## config.mk

```make
export PLATFORM = sky130hd
export DESIGN_NAME = seg7_out_driver
export DESIGN_NICKNAME = d
export VERILOG_FILES = /design/src/rtl/seg7_out_driver.sv
export SDC_FILE = /design/constraint.sdc
export NUM_CORES = 1
export LEC_CHECK = 0
export ABC_AREA = 1
export BUFFER_PORTS_ARGS = -buffer_cell sky130_fd_sc_hd__clkbuf_2
export CORE_UTILIZATION = 50
export DETAILED_ROUTE_END_ITERATION = 8
export MAX_ROUTING_LAYER = met4
export PLACE_DENSITY = 0.68
export SLEW_MARGIN = 20
export SYNTH_ARGS = -nofsm -noshare
export SYNTH_HDL_FRONTEND = slang
export SYNTH_SLANG_ARGS = --single-unit
```

## constraint.sdc

```tcl
create_clock -name clk -period 4.2 [get_ports clk]
set_input_delay 0.42 -clock clk [delete_from_list [all_inputs] [get_ports clk]]
set_output_delay 0.42 -clock clk [all_outputs]
set_load 0.03 [all_outputs]
```

## src/rtl/seg7_out_driver.sv

```systemverilog
// Latches OUT-instruction writes and scans them as four hex digits on a
// multiplexed 7-segment display, blinking the decimal points while halted.
module seg7_out_driver #(
  parameter int unsigned SCAN_DIV  = 50000,
  parameter int unsigned BLINK_DIV = 64
) (
  input  logic        clk,
  input  logic        rst,
  input  logic        out_we,
  input  logic [15:0] out_data,
  input  logic        lz_en,
  input  logic        hlt,
  output logic [7:0]  seg,
  output logic [3:0]  digit_sel
);

  localparam int unsigned SCAN_W  = (SCAN_DIV > 2) ? $clog2(SCAN_DIV) : 1;
  localparam int unsigned ROUND_W = (BLINK_DIV > 1) ? $clog2(BLINK_DIV) : 1;

  logic [15:0]        data_q, data_d;
  logic [SCAN_W-1:0]  scan_cnt_q, scan_cnt_d;
  logic [1:0]         idx_q, idx_d;
  logic [ROUND_W-1:0] round_cnt_q, round_cnt_d;
  logic               blink_q, blink_d;
  logic [7:0]         seg_q, seg_d;
  logic [3:0]         digit_sel_q, digit_sel_d;

  logic               scan_tc;
  logic               round_tc;
  logic [3:0]         nibble;
  logic               blank;

  // Segment pattern a..g for one hex nibble.
  function automatic logic [6:0] glyph(input logic [3:0] n);
    logic [6:0] g;
    case (n)
      4'h0:    g = 7'b1111110;
      4'h1:    g = 7'b0110000;
      4'h2:    g = 7'b1101101;
      4'h3:    g = 7'b1111001;
      4'h4:    g = 7'b0110011;
      4'h5:    g = 7'b1011011;
      4'h6:    g = 7'b1011111;
      4'h7:    g = 7'b1110000;
      4'h8:    g = 7'b1111111;
      4'h9:    g = 7'b1111011;
      4'hA:    g = 7'b1110111;
      4'hB:    g = 7'b0011111;
      4'hC:    g = 7'b0001101;
      4'hD:    g = 7'b0111101;
      4'hE:    g = 7'b1001111;
      default: g = 7'b1000111;
    endcase
    return g;
  endfunction

  // Scan timing, data latch and blink state.
  always_comb begin
    data_d      = data_q;
    scan_cnt_d  = scan_cnt_q + SCAN_W'(1);
    idx_d       = idx_q;
    round_cnt_d = round_cnt_q;
    blink_d     = blink_q;

    scan_tc  = (scan_cnt_q == SCAN_W'(SCAN_DIV - 1));
    round_tc = (round_cnt_q == ROUND_W'(BLINK_DIV - 1));

    if (out_we) begin
      data_d = out_data;
    end

    if (scan_tc) begin
      scan_cnt_d = '0;
      idx_d      = idx_q + 2'd1;
      if (idx_q == 2'd3) begin
        if (round_tc) begin
          round_cnt_d = '0;
          blink_d     = ~blink_q;
        end else begin
          round_cnt_d = round_cnt_q + ROUND_W'(1);
        end
      end
    end
  end

  // Digit k is blanked when all nibbles at or above k are zero; digit 0 never is.
  always_comb begin
    nibble = data_q[{idx_q, 2'b00} +: 4];
    case (idx_q)
      2'd1:    blank = (data_q[15:4] == 12'd0);
      2'd2:    blank = (data_q[15:8] == 8'd0);
      2'd3:    blank = (data_q[15:12] == 4'd0);
      default: blank = 1'b0;
    endcase
    blank = blank & lz_en;
  end

  // Output pattern; the first cycle of every digit is dark to avoid ghosting.
  always_comb begin
    seg_d       = 8'h00;
    digit_sel_d = 4'(4'b0001 << idx_q);
    if (scan_cnt_q != '0) begin
      seg_d[7:1] = blank ? 7'd0 : glyph(nibble);
      seg_d[0]   = hlt & blink_q;
    end
  end

  always_ff @(posedge clk or posedge rst) begin
    if (rst) begin
      data_q      <= '0;
      scan_cnt_q  <= '0;
      idx_q       <= '0;
      round_cnt_q <= '0;
      blink_q     <= 1'b0;
      seg_q       <= 8'h00;
      digit_sel_q <= 4'b0000;
    end else begin
      data_q      <= data_d;
      scan_cnt_q  <= scan_cnt_d;
      idx_q       <= idx_d;
      round_cnt_q <= round_cnt_d;
      blink_q     <= blink_d;
      seg_q       <= seg_d;
      digit_sel_q <= digit_sel_d;
    end
  end

  assign seg       = seg_q;
  assign digit_sel = digit_sel_q;

endmodule

```

==> flow_metrics.tcl <==
set metrics [dict create \
    status "complete, no violations" \
    path_delay_family "simple AND/OR/NAND/NOR gates" \
    ys_seq_area_share_pct 45.0 \
    r2r_start "idx_q[0]$_DFFE_PP0N_" \
    slew_headroom_pct 55.9 \
    synthFlopType "dfrtp_1" \
    finClkSkew_ns 0.00780 \
    combPwrFrac_pct 14.0 \
    ctsResizeCount 0 \
    areaGrowthSynthToFinish_pct 10.1 \
    initial_core_util_pct 52.6 \
    fmax_mhz 524 \
    synth.avg_cell_area_sq_um 8.33 \
    io_pins 33 \
    crit_path_end_kind "register" \
    power.internal_uw 701 \
    crit_buf_inv 2 \
    max_stage_delay_ns 0.52 \
    swShare_pct 28.0 \
    final_antenna_net_count 0 \
    cp_common_cell "nand2_1" \
    wirelength_mm 5.76 \
    fp.coreArea_sq_um 5610 \
    start_kind "register" \
    drc 0 \
    worstPathCellList "inv_2 > nand2_1 > nand3_1 > nand2_1 > ha_1 > nand3_1 > nand2_1 > inv_1 > a21oi_1 > nor2_1" \
    cts-root-buf "clkbuf_8" \
    final_cell_mix "91 x nand2_1, 53 x dfrtp_1, 41 x inv_1" \
    p_switching_uw 273 \
    crit_path_start "idx_q[0]$_DFFE_PP0N_" \
    netlist_instances 354 \
    power-per-cell-area_nw_per_um2 300 \
    placementRows 27 \
    gp_congestion 0.913 \
    ys_seq_elements 53 \
    postCtsSetupRepairBufs 0 \
    ys_warn_count 0 \
    antennaDiodeCount 0 \
    die_area_sq_um 6210 \
    layout-drive-gt1-share_pct 23.1 \
    num_vias 2255 \
    synth_nets 388 \
    required_ns 4.40 \
    fill_cells 548 \
    cts.clk_slew.worst_paths_ns 0.10 \
    clkPwrFrac_pct 29.4 \
    fin_crit_sh_pct 45.5 \
    path_class "reg -> reg" \
    cts_htree_levels 2 \
    antenna_found_initial 0 \
    synth_area_sq_um 2950 \
    dr.pass1.iters 4 \
    cts_tree "done" \
    grt_pass1_wl_mm 10.0 \
    cts_sinks 53 \
    grt_remaining_overflow 0 \
    wl_per_cell_um 12.5 \
    postPlaceCellArea_sq_um 3160 \
    layout_commonest_cell "nand2_1" \
    vias_per_cell 4.89 \
    fin_area_sq_um 3250 \
    slew_violations 0 \
    cts_buffer_depth 2 \
    die_h_um 78.8 \
    pwr-share-seq_pct 56.6 \
    finalHoldViolCount 0 \
    fp.dieW_um 78.8 \
    peakVddDrop_mv 0.167 \
    first_iter_violations 158 \
    cts.hold.buffers_added 0 \
    grt_pass1_vias 2186 \
    grt_max_degree 54 \
    crit_arrival_ns 2.11 \
    multi_input_area_sq_um 1400 \
    slowest_stage "dfrtp_1" \
    cts_buffers 5 \
    insertion_delay_ns 0.31 \
    post-route-min-period_ns 1.91 \
    async_reset_ff_share_pct 100 \
    p_total_uw 974 \
    hpwl_mm 4.37 \
    nNetsFinal 422 \
    tns_ns 0 \
    rsz0062_at_grt "no" \
    crit_fanout 12 \
    setup_viol_count_final 0 \
    hold_class "in -> async" \
    max_cap_viol_count 0 \
    port_buffers 32 \
    regArea_sq_um 1330 \
    p_leak_uw 0.00166 \
    worst_slew_pin_slew_ns 0.662 \
    synth_edf_count 0 \
    gr-usage-all-layers_pct 21.4 \
    synthDistinctLibCells 31 \
    finish.utilization_pct 57.9 \
]
## area by class of cell
type	count	share of cell area, %
clock buffers	6	2.24
clock inverters	2	0.463
inverters	47	5.44
multi-input cells	248	43.1
flip-flops and latches	53	40.9
well taps	72	2.78
repair buffers	33	5.17
## sequential cells by signal, summed over array words and instances, names as in the netlist
signal       cells
seg              8
scan_cnt_q      16
data_q          16
idx_q            2
blink_q          1
digit_sel        4
round_cnt_q      6
## kinds of logic after synthesis
kind of cell    after synthesis  synth area share [%]
compound gates               23                  4.54
xor+xnor                     10                  2.97
fa+ha+maj                    13                  5.52
buf+inv                      53                  7.60
flops                        53                  45.0
mux                          10                  3.82
simple gates                192                  30.6
## worst register-to-register path: cells and delay by family, from the launching register on
| family | cells | cell delay, ns |
|---|---|---|
| buf+inv | 2 | 0.31 |
| compound gates | 1 | 0.11 |
| fa+ha+maj | 1 | 0.32 |
| simple gates | 6 | 0.54 |
| flops | 1 | 0.52 |
## worst paths after layout
| path | end | slack (ns) | cells after the start |
|---|---|---|---|
| max | seg[6]$_DFF_PP0_ | 2.29 | 10 |
| min | round_cnt_q[5]$_DFFE_PP0P_ | 0.26 | 3 |
| max reg2reg | seg[6]$_DFF_PP0_ | 2.29 | 10 |
| min reg2reg | blink_q$_DFFE_PP0P_ | 0.50 | 2 |
| max in group asynchronous | scan_cnt_q[7]$_DFF_PP0_ | 3.49 | 3 |
| min in group clk | data_q[14]$_DFFE_PP0P_ | 0.31 | 3 |
## synth_stat cells (5+ instances only)
library cell  number  area (sq um)
a21oi_1            6          30.0
dfrtp_1           53          1330
ha_1              13           163
inv_1             42           158
inv_2              5          18.8
mux2_2            10           113
nand2_1           91           342
nand2_2           15          93.8
nand3_1           22           110
nor2_1            36           135
nor3_1             6          30.0
o21ai_0           10          50.1
o21ai_2            5          43.8
xor2_1             9          78.8
## routing by layer
layer / wire, um / GRT usage, %
met5: 0 / -
met4: 76 / 9.07
met1: 2870 / 29.0
met3: 169 / 4.60
met2: 2650 / 31.1
## stage by stage
step	hold slack (ns)	cells	worst slack [ns]
3_5_place_dp	0.474	453	2.33
5_1_grt	0.306	461	2.06
4_1_cts	0.280	461	2.31
3_3_place_gp	0.469	453	2.41
2_1_floorplan	0.446	354	2.49
6_report	0.262	461	2.29
## power groups by stage
| stage | combinational [uW] | sequential (uW) | clock, uW |
|---|---|---|---|
| CTS | 138 | 552 | 301 |
| global route | 156 | 554 | 322 |
| floorplan | 76.4 | 580 | 0 |
| finish | 137 | 551 | 286 |
| detailed placement | 138 | 562 | 0 |
| global placement | 135 | 562 | 0 |
Note: power is estimated with default switching activity, not from simulation.
